[src/rtl/mips_defs.sv]
// Shared MIPS encodings and reset constants for the fetch path.
package mips_defs;

  localparam logic [31:0] PC_RESET  = 32'h0000_3000;
  localparam logic [31:0] NOP       = 32'h0000_0000;

  localparam logic [5:0]  OP_SPECIAL = 6'b000000;
  localparam logic [5:0]  OP_REGIMM  = 6'b000001;
  localparam logic [5:0]  OP_J       = 6'b000010;
  localparam logic [5:0]  OP_JAL     = 6'b000011;
  localparam logic [5:0]  OP_BEQ     = 6'b000100;
  localparam logic [4:0]  RT_BGEZ    = 5'b00001;
  localparam logic [5:0]  FUNCT_JR   = 6'b001000;

  typedef enum logic [2:0] {
    CT_SEQ,
    CT_BEQ,
    CT_BGEZ,
    CT_JUMP,
    CT_JR
  } ctrl_e;

  function automatic ctrl_e decode_ctrl(input logic [31:0] instr);
    ctrl_e c;
    c = CT_SEQ;
    if (instr[31:26] == OP_BEQ)
      c = CT_BEQ;
    else if (instr[31:26] == OP_REGIMM && instr[20:16] == RT_BGEZ)
      c = CT_BGEZ;
    else if (instr[31:26] == OP_J || instr[31:26] == OP_JAL)
      c = CT_JUMP;
    else if (instr[31:26] == OP_SPECIAL && instr[5:0] == FUNCT_JR)
      c = CT_JR;
    return c;
  endfunction

endpackage

[src/rtl/fetch_unit_npc_sel.sv]
// Next-PC selection from the control instruction sitting in D.
module npc_sel
  import mips_defs::*;
(
  input  logic [31:0] d_instr,
  input  logic [31:0] d_pc,
  input  logic [31:0] f_pc,
  input  logic [31:0] rs_fwd,
  input  logic        beq_true,
  input  logic        bgez_true,
  output logic [31:0] npc,
  output logic        is_jr
);

  ctrl_e       ctrl;
  logic [31:0] br_off;
  logic        br_taken;

  assign ctrl     = decode_ctrl(d_instr);
  assign br_off   = {{14{d_instr[15]}}, d_instr[15:0], 2'b00};
  assign br_taken = (ctrl == CT_BEQ && beq_true) || (ctrl == CT_BGEZ && bgez_true);
  assign is_jr    = (ctrl == CT_JR);

  always_comb begin
    npc = f_pc + 32'd4;
    if (br_taken)
      npc = d_pc + 32'd4 + br_off;
    else if (ctrl == CT_JUMP)
      npc = {d_pc[31:28], d_instr[25:0], 2'b00};
    else if (ctrl == CT_JR)
      npc = rs_fwd;
  end

endmodule

[src/rtl/fetch_unit.sv]
// F-stage PC register and IF/ID pipeline register with delay-slot redirect.
module fetch_unit #(
  parameter logic [31:0] PC_RESET = 32'h0000_3000,
  parameter int          IM_WORDS = 1024
) (
  input  logic        clk,
  input  logic        reset,
  input  logic        stall,
  input  logic [31:0] imem_rdata,
  input  logic        beq_true,
  input  logic        bgez_true,
  input  logic [31:0] rs_fwd,
  output logic [31:0] imem_addr,
  output logic [31:0] d_instr,
  output logic [31:0] d_pc,
  output logic [31:0] d_pc8,
  output logic        jr_misaligned,
  output logic        f_out_of_range
);
  import mips_defs::NOP;

  // 33-bit limit so a window ending at 2^32 still compares correctly
  localparam logic [32:0] PC_LIMIT = {1'b0, PC_RESET} + 33'(4 * IM_WORDS);

  logic [31:0] f_pc;
  logic [31:0] npc;
  logic        is_jr;

  npc_sel u_npc_sel (
    .d_instr   (d_instr),
    .d_pc      (d_pc),
    .f_pc      (f_pc),
    .rs_fwd    (rs_fwd),
    .beq_true  (beq_true),
    .bgez_true (bgez_true),
    .npc       (npc),
    .is_jr     (is_jr)
  );

  always_ff @(posedge clk) begin
    if (reset) begin
      f_pc          <= PC_RESET;
      d_instr       <= NOP;
      d_pc          <= PC_RESET;
      jr_misaligned <= 1'b0;
    end else if (!stall) begin
      f_pc    <= npc;
      d_instr <= imem_rdata;
      d_pc    <= f_pc;
      if (is_jr && rs_fwd[1:0] != 2'b00)
        jr_misaligned <= 1'b1;
    end
  end

  assign imem_addr      = f_pc;
  assign d_pc8          = d_pc + 32'd8;
  assign f_out_of_range = (f_pc < PC_RESET) || ({1'b0, f_pc} >= PC_LIMIT);

endmodule
[config.mk]
export PLATFORM = sky130hd
export DESIGN_NAME = fetch_unit
export DESIGN_NICKNAME = d
export VERILOG_FILES = /design/src/rtl/mips_defs.sv /design/src/rtl/fetch_unit_npc_sel.sv /design/src/rtl/fetch_unit.sv
export SDC_FILE = /design/constraint.sdc
export NUM_CORES = 1
export LEC_CHECK = 0
export BUFFER_PORTS_ARGS = -buffer_cell sky130_fd_sc_hd__buf_2
export CORE_UTILIZATION = 33
export DETAILED_ROUTE_END_ITERATION = 6
export HOLD_SLACK_MARGIN = 0.03
export PLACE_DENSITY = 0.56
export SETUP_SLACK_MARGIN = 0.05
export SKIP_CTS_REPAIR_TIMING = 1
export SYNTH_ARGS = -nofsm -noshare
export SYNTH_HDL_FRONTEND = slang
export SYNTH_SLANG_ARGS = --single-unit
export TNS_END_PERCENT = 5
[constraint.sdc]
create_clock -name clk -period 3.68 [get_ports clk]
set_clock_uncertainty 0.2 [all_clocks]
set_input_delay 0.368 -clock clk [delete_from_list [all_inputs] [get_ports clk]]
set_output_delay 0.368 -clock clk [all_outputs]
set_load 0.02 [all_outputs]
==> results of run 1 <==
[worst reg2reg max path, stage by stage, from the launching register on]
cell                       delay, ns
sky130_fd_sc_hd__dfxtp_1        0.46
sky130_fd_sc_hd__ha_1           0.29
sky130_fd_sc_hd__ha_1           0.23
sky130_fd_sc_hd__fa_1           0.43
sky130_fd_sc_hd__a211oi_1       0.38
sky130_fd_sc_hd__o211ai_1       0.18
sky130_fd_sc_hd__a21o_2         0.28
sky130_fd_sc_hd__a31oi_1        0.29
sky130_fd_sc_hd__o21bai_1       0.12
sky130_fd_sc_hd__xnor2_1        0.16
sky130_fd_sc_hd__a21oi_1        0.08
sky130_fd_sc_hd__a22o_1         0.21
[through the flow]
stage / hold WS, ns / power (uW)
after floorplan: 0.3119 / 1636
after global placement: 0.2545 / 1863
after detailed placement: 0.2679 / 1864
after CTS: 0.02506 / 2874
after global routing: 0.03452 / 2982
final: 0.03594 / 2841
[report_power, final]
group | total, uW | internal, uW | switching (uW)
Combinational | 635 | 252 | 383
Clock | 1000 | 533 | 467
Sequential | 1210 | 1110 | 101
Total | 2840 | 1890 | 951
[path summary, 6_finish.rpt]
kind | from | endpoint | depth (start not counted)
setup / recovery | d_pc[3] | imem_addr[23] | 11
hold / removal | imem_rdata[25] | d_instr[25] | 3
setup reg to reg | d_pc[3] | imem_addr[23] | 11
hold reg to reg | jr_misaligned | jr_misaligned | 2
[placed cells by master, fill, tap and decap left out, drive strengths merged, types with 9 or more instances in the layout]
cell type / n
a211oi: 12
a21o: 10
a21oi: 72
a221oi: 27
and3: 13
buf: 213
clkbuf: 9
dfxtp: 97
ha: 60
inv: 29
mux2i: 63
nand2: 67
nand3: 30
nand4: 17
nor2: 120
nor3: 14
nor4: 13
o211ai: 10
o21ai: 33
xnor2: 46
xor2: 23
[layout make-up]
type,instances,area (um2)
multi-input cells,724,5104
clock buffers,9,225.2
repair buffers,213,1106
fillers,2325,12920
well taps,280,350.3
inverters,27,101.3
clock inverters,7,77.57
flip-flops and latches,97,1942
[metal layers]
metal  vias to the layer above  track usage  wire, um
met5                         -            0        13
met3                        33      0.04036      1377
li1                       3639            -         -
met4                         2      0.05750       450
met1                      3435       0.2944     11490
met2                       249       0.3624     11460
[logic make-up after synthesis]
family / count (synthesis) / share of synthesized area
and+or+nand+nor: 313 / 0.2158
DFF: 97 / 0.2646
adders and majority gates: 61 / 0.1050
buffers and inverters: 73 / 0.04125
AOI/OAI and AO/OA: 214 / 0.1989
xor gates and xnor gates: 69 / 0.08234
muxes: 67 / 0.09205
[sequential cells by signal (all words and copies together) (netlist names)]
| name | flops |
|---|---|
| d_instr | 32 |
| d_pc | 32 |
| imem_addr | 32 |
| jr_misaligned | 1 |
==> key figures, run 1 <==
Status
  • Outcome: finished clean

Placement
  • HPWL after detailed placement: around 19000 um
  • Number of cells in the design after placement: between 1000 and 1500
  • Buffers added on ports: approximately 200
  • Placer's final routability congestion estimate: 0.9064
  • Post-placement cell area: 8594 um2
  • Pre-CTS setup slack: a little over 0.3 ns

STA
  • Share of the clock period used by the worst path after layout: 0.9214
  • Unrepaired setup endpoints after global routing: false
  • Fin. Hold Viols: 0
  • Slew headroom: 0.3591
  • Slew at the pin closest to its max-slew limit: around 0.96 ns
  • Pins over their slew limit: 0
  • Post-layout min period: between 3 and 4 ns
  • Peak Freq: between 0.2 and 0.3 GHz
  • Final setup violating endpoints: 0
  • Setup WS post-layout: ~0.29 ns
  • Setup TNS: 0 ns

GRT
  • Largest net degree at the start of global routing: just under 70
  • Total congestion overflow: 0
  • Overall track demand over capacity in global routing: 0.2204
  • Initial antenna violation count: 1
  • Vias in the first global route: 6855
  • First-pass GRT wire length: around 38000 um

Setup path
  • Maximum single-stage delay on the critical path: between 0.4 and 0.5 ns
  • Req. time, crit path: 3.74 ns
  • Ordered cell list for the critical path: ha_1 -> ha_1 -> fa_1 -> a211oi_1 -> o211ai_1 -> a21o_2 -> a31oi_1 -> o21bai_1 -> xnor2_1 -> a21oi_1 -> a22o_1
  • Most prevalent standard cell on the critical path: sky130_fd_sc_hd__ha_1
  • Bufs and invs on worst path: 0
  • Worst path slowest cell: sky130_fd_sc_hd__dfxtp_1
  • Internal reg-to-reg setup slack: between 0.2 and 0.3 ns
  • Worst setup SP type: flip-flop
  • Highest net fanout along the worst path: 7
  • Data arrival time of the worst path: about 3.5 ns
  • Crit Path Class: reg2reg
  • Largest delay contributor family on the critical path: compound AO/OA/AOI/OAI gates
  • CP Capture Type: flip-flop

Clock tree
  • Max Root-Sink Buffers: 2
  • Clock insertion delay at the later pin of the skew report: about 0.36 ns
  • Cell at the root of the clock tree: sky130_fd_sc_hd__clkbuf_16
  • Clock tree from TritonCTS: done
  • Clock transition at the registers of the reported paths: ~0.070 ns
  • Htree depth: 3
  • Number of buffers inserted during clock tree synthesis: 9
  • Clock net sink count: just under 100

Final layout
  • Antenna diode instance count: 0
  • Total non-filler cell area in the finished layout: just under 9000 um2
  • Area Growth Syn to Fin: 21.34%
  • Share of layout cells above drive strength 1: 0.2414
  • Number of nets at the end of the flow: between 1000 and 1500
  • Share of the core filled with cells in the final layout: 0.4081
  • Count of non-filler cells in the finished layout: 1357

Routing
  • Antenna Violating Nets Remaining: 0
  • Number of search-and-repair iterations in the first detailed-routing pass: 4
  • Count of unresolved DRC violations after routing: 0
  • Total number of vias: 7358
  • Wire length per cell: 18.27 um
  • WL final: about 25000 um
  • Via density per instance: approximately 5.4
  • Initial DRC Count: ~420

Pwr
  • Leakage power total: roughly 0.0042 uW
  • IR drop worst, VDD: approximately 200 uV
  • Power per cell area: approximately 320 nW/um2

Floorplanning
  • Die area: between 20000 and 25000 um2
  • Vertical extent of the die: 151.1 um
  • Starting density of the core: 0.3363
  • Row cnt: 54
  • Total core area: 21820 um2
  • Die Span X: roughly 150 um
  • Boundary Pins: between 150 and 200

Yosys
  • Top FF cell, synth: sky130_fd_sc_hd__dfxtp_1
  • Part of the Yosys area used for sequential elements: 0.2646
  • Leading cell types by total area after synthesis: sky130_fd_sc_hd__dfxtp_1, sky130_fd_sc_hd__ha_1, sky130_fd_sc_hd__mux2i_1
  • Post-synth design cell area: ~7300 um2
  • Instance count of the mapped netlist: ~890
  • Post-Synthesis Mean Instance Area: a little over 8 um2
  • Ys Warns: 0
  • Most numerous cell in the Yosys netlist: sky130_fd_sc_hd__nor2_1
  • Commonest cells post-synth: sky130_fd_sc_hd__nor2_1, sky130_fd_sc_hd__dfxtp_1, sky130_fd_sc_hd__a21oi_1
  • Net count after synthesis: a little over 1000
  • EDFF count, synth: 0
  • Largest area contributor in the synthesized netlist: sky130_fd_sc_hd__dfxtp_1
  • Async SR Flop Fraction: 0
  • Post-synth top area share: 0.2646
  • Count of different cell masters after synthesis: 78
  • Flops & latches, synth: between 90 and 100

Flow run
  • # Max-Cap Violations: 0

Min path
  • Worst hold-check path type: in2reg
Power figures use the tool's default switching activity.
==> inputs of run 2 (changes only) <==
--- a/config.mk
+++ b/config.mk
@@ -10,5 +10,5 @@
 export DETAILED_ROUTE_END_ITERATION = 6
 export HOLD_SLACK_MARGIN = 0.03
-export PLACE_DENSITY = 0.56
+export REMOVE_ABC_BUFFERS = 1
 export SETUP_SLACK_MARGIN = 0.05
 export SKIP_CTS_REPAIR_TIMING = 1
==> constraint.sdc (replaced) <==
create_clock -name clk -period 3.68 [get_ports clk]
set_clock_uncertainty 0.2 [all_clocks]
set_input_delay 0 -clock clk [delete_from_list [all_inputs] [get_ports clk]]
set_output_delay 0 -clock clk [all_outputs]
set_load 0.02 [all_outputs]
==> key figures, run 2 (same netlist as run 1, synthesis figures left out) <==
Floorplanning
  • Die area: 22840 um2 (unchanged)
  • Row cnt: 54 (unchanged)
  • Die Span X: 151.1 um (unchanged)
  • Total core area: 21820 um2 (unchanged)
  • Starting density of the core: 0.3363 (unchanged)
  • Boundary Pins: 199 (unchanged)
  • Vertical extent of the die: 151.1 um (unchanged)

STA
  • Share of the clock period used by the worst path after layout: 0.9053 (-0.01610)
  • Pins over their slew limit: 0 (unchanged)
  • Setup WS post-layout: 0.3486 ns (+0.05925 ns)
  • Peak Freq: 0.3002 GHz (+1.8%)
  • Setup TNS: 0 ns (unchanged)
  • Final setup violating endpoints: 0 (unchanged)
  • Slew headroom: 0.4543 (+0.09517)
  • Post-layout min period: 3.331 ns (-0.05925 ns)
  • Unrepaired setup endpoints after global routing: false
  • Final hold slack: -0.02364 ns (-0.05958 ns)
  • Slew at the pin closest to its max-slew limit: 0.8155 ns (-0.1422 ns)
  • Fin. Hold Viols: 1 (+1)

Flow run
  • # Max-Cap Violations: 0 (unchanged)

Setup path
  • Data arrival time of the worst path: 3.39 ns (-0.06 ns)
  • Worst setup SP type: flip-flop
  • CP Capture Type: flip-flop
  • Most prevalent standard cell on the critical path: sky130_fd_sc_hd__ha_1
  • Req. time, crit path: 3.74 ns (about the same)
  • Highest net fanout along the worst path: 5 (-2)
  • Worst path slowest cell: sky130_fd_sc_hd__fa_1
  • Largest delay contributor family on the critical path: compound AO/OA/AOI/OAI gates
  • Maximum single-stage delay on the critical path: 0.45 ns (about the same)
  • Bufs and invs on worst path: 0 (unchanged)
  • Crit Path Class: reg2reg
  • Ordered cell list for the critical path: ha_1 -> ha_1 -> fa_1 -> a211oi_1 -> o211ai_1 -> a21o_2 -> a31oi_4 -> o41ai_4 -> o221ai_1 -> o21ai_1 -> o21a_1

Routing
  • Total number of vias: 7867 (+6.9%)
  • WL final: 26120 um (+5.4%)
  • Number of search-and-repair iterations in the first detailed-routing pass: 5 (+1)
  • Via density per instance: 5.463 (+0.76%)
  • Wire length per cell: 18.14 um (-0.71%)
  • Count of unresolved DRC violations after routing: 0 (unchanged)
  • Antenna Violating Nets Remaining: 0 (unchanged)
  • Initial DRC Count: 532 (+28%)

Final layout
  • Number of nets at the end of the flow: 1285 (+6.9%)
  • Count of non-filler cells in the finished layout: 1440 (+6.1%)
  • Share of layout cells above drive strength 1: 0.2293 (-0.01210)
  • Antenna diode instance count: 0 (unchanged)
  • Area Growth Syn to Fin: 32.24%
  • Most frequent standard cell in the layout excluding fill and tap cells: sky130_fd_sc_hd__buf_2
  • Most frequent cells in the layout: sky130_fd_sc_hd__buf_2, sky130_fd_sc_hd__nor2_1, sky130_fd_sc_hd__dfxtp_1
  • Share of the core filled with cells in the final layout: 0.4447 (+0.03664)

Clock tree
  • Clock transition at the registers of the reported paths: 0.08 ns (about the same)
  • Cell at the root of the clock tree: sky130_fd_sc_hd__clkbuf_16
  • Number of buffers inserted during clock tree synthesis: 9 (unchanged)
  • Max Root-Sink Buffers: 2 (unchanged)
  • Clock insertion delay at the later pin of the skew report: 0.37 ns (about the same)
  • Clock net sink count: 97 (unchanged)
  • Htree depth: 3 (unchanged)
  • Clock tree from TritonCTS: done

Status
  • Outcome: complete, but fails checks
  • Violations in the final reports: hold timing

Pwr
  • Total Power: 2897 uW (+2.0%)
  • Power per cell area: 298.5 nW/um2 (-6.4%)
  • Leakage power total: 0.004625 uW (+8.9%)
  • IR drop worst, VDD: 198.7 uV (+2.3%)

Placement
  • Number of cells in the design after placement: 1348 (+0.52%)
  • HPWL after detailed placement: 19210 um (+1.6%)
  • Pre-CTS setup slack: 0.4610 ns (+0.1516 ns)
  • Placer's final routability congestion estimate: 0.9078 (+0.15%)
  • Buffers added on ports: 198 (unchanged)

GRT
  • First-pass GRT wire length: 38140 um (-0.91%)
  • Most used routing layer in global routing: met2
  • Largest net degree at the start of global routing: 62 (-8.8%)
  • Global Route met2 Usage: 0.3624 (unchanged)
  • Vias in the first global route: 6802 (-0.77%)
  • Overall track demand over capacity in global routing: 0.2197 (-0.0007234)
  • Total congestion overflow: 0 (unchanged)
  • Global Route met1 Usage: 0.2915 (-0.002890)
  • Met3 capacity usage during global routing: 0.04096 (+0.0006024)
  • Initial antenna violation count: 0 (-1)

Min path
  • Worst hold-check path type: in2reg
-- run 2: routing by layer --
| metal | vias up | share of wire |
|---|---|---|
| met3 | 27 | 0.069 |
| met1 | 3721 | 0.44 |
| met4 | 0 | 0.016 |
| met2 | 311 | 0.48 |
| li1 | 3808 | - |
| met5 | - | 0 |
-- run 2: cell type report --
type | instances | area [um2]
Clock buffer | 10 | 239.0
Clock inverter | 6 | 56.30
Fill cell | 2179 | 12120
Inverter | 27 | 101.3
Multi-Input combinational cell | 724 | 5095
Sequential cell | 97 | 1942
Tap cell | 280 | 350.3
Timing Repair Buffer | 296 | 1922
-- run 2: final timing paths --
kind                            depth (start not counted)  slack [ns]     startpoint             to
worst max-delay path                                   11        0.35     d_instr[1]  imem_addr[27]
worst min-delay path                                    5       -0.02     rs_fwd[21]  imem_addr[21]
worst max register to register                         11        0.35     d_instr[1]  imem_addr[27]
worst min register to register                          2        0.32  jr_misaligned  jr_misaligned
-- run 2: metrics by stage --
| stage | area (um2) | hold WS [ns] |
|---|---|---|
| after floorplan | 7138 | -0.1338 |
| after global placement | 8650 | 0.02723 |
| after detailed placement | 8650 | 0.03562 |
| after CTS | 8945 | -0.3544 |
| after global routing | 9706 | 0.05254 |
| final | 9706 | -0.02364 |
-- run 2: worst register-to-register path, cell delays in order, from the launching register on --
cell and delay, ns:
sky130_fd_sc_hd__dfxtp_1 0.41, sky130_fd_sc_hd__ha_1 0.26, sky130_fd_sc_hd__ha_1 0.24, sky130_fd_sc_hd__fa_1 0.45
sky130_fd_sc_hd__a211oi_1 0.36, sky130_fd_sc_hd__o211ai_1 0.16, sky130_fd_sc_hd__a21o_2 0.28, sky130_fd_sc_hd__a31oi_4 0.25
sky130_fd_sc_hd__o41ai_4 0.12, sky130_fd_sc_hd__o221ai_1 0.22, sky130_fd_sc_hd__o21ai_1 0.10, sky130_fd_sc_hd__o21a_1 0.19
-- run 2: power by group --
part	internal [uW]	switching (uW)	total, uW
registers	1100	99.4	1200
logic	311	405	716
clock network	494	483	977
total	1910	987	2900
==> inputs of run 3 (changes only) <==
Settings changed: HOLD_SLACK_MARGIN 0.03 to default.
==> key figures, run 3 (same netlist as run 1, synthesis figures left out) <==
Floorplanning
  • Die Span X: 151.1 um (unchanged)
  • Row cnt: 54 (unchanged)
  • Total core area: 21820 um2 (unchanged)
  • Vertical extent of the die: 151.1 um (unchanged)
  • Boundary Pins: 199 (unchanged)
  • Starting density of the core: 0.3363 (unchanged)
  • Die area: 22840 um2 (unchanged)

Placement
  • HPWL after detailed placement: 19210 um (unchanged)
  • Buffers added on ports: 198 (unchanged)
  • Placer's final routability congestion estimate: 0.9078 (unchanged)

Setup path
  • Capture point of the critical path: imem_addr[27]
  • Data arrival time of the worst path: 3.39 ns (about the same)
  • Internal reg-to-reg setup slack: 0.35 ns (about the same)
  • Worst flop-to-flop path endpoint: imem_addr[27]
  • CP Capture Type: flip-flop
  • Worst reg2reg path depth: 11 (unchanged)
  • Crit Path Class: reg2reg
  • R2r startpoint: d_instr[1]
  • Req. time, crit path: 3.74 ns (about the same)
  • Highest net fanout along the worst path: 5 (unchanged)
  • Worst setup SP type: flip-flop
  • Beginning of the critical path: d_instr[1]

Routing
  • Wire length per cell: 18.17 um (+0.17%)
  • Count of unresolved DRC violations after routing: 0 (unchanged)
  • Number of search-and-repair iterations in the first detailed-routing pass: 5 (unchanged)
  • WL final: 25840 um (-1.1%)
  • Antenna Violating Nets Remaining: 0 (unchanged)
  • Total number of vias: 7767 (-1.3%)
  • Initial DRC Count: 523 (-1.7%)
  • Via density per instance: 5.462 (about the same)

STA
  • Pins over their slew limit: 0 (unchanged)
  • Slew at the pin closest to its max-slew limit: 0.8041 ns (-0.01139 ns)
  • Peak Freq: 0.3004 GHz (about the same)
  • Fin. Hold Viols: 3 (+2)
  • Setup TNS: 0 ns (unchanged)
  • Share of the clock period used by the worst path after layout: 0.9047 (about the same)
  • Slew headroom: 0.4619 (+0.007622)
  • Unrepaired setup endpoints after global routing: false
  • Post-layout min period: 3.329 ns (-0.002172 ns)
  • Final hold slack: -0.04491 ns (-0.02127 ns)
  • Final setup violating endpoints: 0 (unchanged)

Final layout
  • Number of nets at the end of the flow: 1267 (-1.4%)
  • Share of layout cells above drive strength 1: 0.2329 (+0.003614)
  • Most frequent standard cell in the layout excluding fill and tap cells: sky130_fd_sc_hd__buf_2
  • Most frequent cells in the layout: sky130_fd_sc_hd__buf_2, sky130_fd_sc_hd__nor2_1, sky130_fd_sc_hd__dfxtp_1
  • Area Growth Syn to Fin: 29.78%
  • Antenna diode instance count: 0 (unchanged)

GRT
  • Total congestion overflow: 0 (unchanged)
  • Largest net degree at the start of global routing: 62 (unchanged)
  • Overall track demand over capacity in global routing: 0.2197 (unchanged)
  • First-pass GRT wire length: 38140 um (unchanged)
  • Initial antenna violation count: 0 (unchanged)
  • Vias in the first global route: 6802 (unchanged)

Pwr
  • Power per cell area: 302.4 nW/um2 (+1.3%)
  • Total Power: 2881 uW (-0.57%)
  • Leakage power total: 0.004523 uW (-2.2%)
  • IR drop worst, VDD: 199.0 uV (+0.15%)

Min path
  • Hold_sp: rs_fwd[11]
  • Depth of the worst hold-timing path: 5 (unchanged)
  • Worst hold-check path type: in2reg

Status
  • Violations in the final reports: hold timing
  • Outcome: complete, but fails checks

Clock tree
  • Max Root-Sink Buffers: 2 (unchanged)
  • Clock tree from TritonCTS: done
  • Htree depth: 3 (unchanged)
  • Clock insertion delay at the later pin of the skew report: 0.37 ns (about the same)
  • Clock transition at the registers of the reported paths: 0.08 ns (about the same)
  • Clock net sink count: 97 (unchanged)
  • Number of buffers inserted during clock tree synthesis: 9 (unchanged)
  • Cell at the root of the clock tree: sky130_fd_sc_hd__clkbuf_16

Flow run
  • # Max-Cap Violations: 0 (unchanged)
[run 3: cell types whose count changed in the layout (fill, tap and decap cells not counted), sizes merged]
cell	change
dlygate4sd3	-18
[run 3: final cells by class]
class | count | area, um2
clock buffer | 10 | 239.0
fill | 2199 | 12300
tap | 280 | 350.3
clock inverter | 6 | 56.30
timing repair buffer | 278 | 1742
multi-input combinational | 724 | 5095
inverter | 27 | 101.3
sequential | 97 | 1942
[run 3: how the worst min path moves through the flow]
stage / to / slack, ns
finish: imem_addr[11] / -0.04
global route: imem_addr[28] / 0.01
CTS: d_instr[4] / -0.35
detailed placement: d_instr[3] / 0.04
global placement: d_instr[26] / 0.03
floorplan: imem_addr[29] / -0.13
[run 3: metrics by stage]
stage	worst slack [ns]	util	cells	instance area, um2	hold WS [ns]
floorplan	0.5578	-	848	7138	-0.1338
global placement	0.5305	0.3963	1348	8650	0.02723
finish	0.3508	0.4365	1422	9525	-0.04491
CTS	0.3960	0.4099	1364	8945	-0.3544
global route	0.2020	0.4365	1422	9525	0.01417
detailed placement	0.4610	0.3963	1348	8650	0.03562
[run 3: critical path, stage by stage (launching register included)]
cell and delay, ns:
sky130_fd_sc_hd__dfxtp_1 0.41, sky130_fd_sc_hd__ha_1 0.26, sky130_fd_sc_hd__ha_1 0.24, sky130_fd_sc_hd__fa_1 0.45, sky130_fd_sc_hd__a211oi_1 0.35, sky130_fd_sc_hd__o211ai_1 0.17
sky130_fd_sc_hd__a21o_2 0.28, sky130_fd_sc_hd__a31oi_4 0.25, sky130_fd_sc_hd__o41ai_4 0.12, sky130_fd_sc_hd__o221ai_1 0.22, sky130_fd_sc_hd__o21ai_1 0.09, sky130_fd_sc_hd__o21a_1 0.18
[run 3: power breakdown]
group | internal [uW] | switching (uW)
combinational | 298 | 400
clock | 494 | 485
sequential | 1100 | 99.4
[run 3: layer usage]
metal | routed length [um] | track usage | share of wire | vias to the layer above
met4 | 427 | 0.05900 | 0.017 | 0
met5 | 0 | 0 | 0 | -
met1 | 11280 | 0.2915 | 0.44 | 3661
met3 | 1906 | 0.04096 | 0.074 | 28
met2 | 12230 | 0.3624 | 0.47 | 312
li1 | - | - | - | 3766
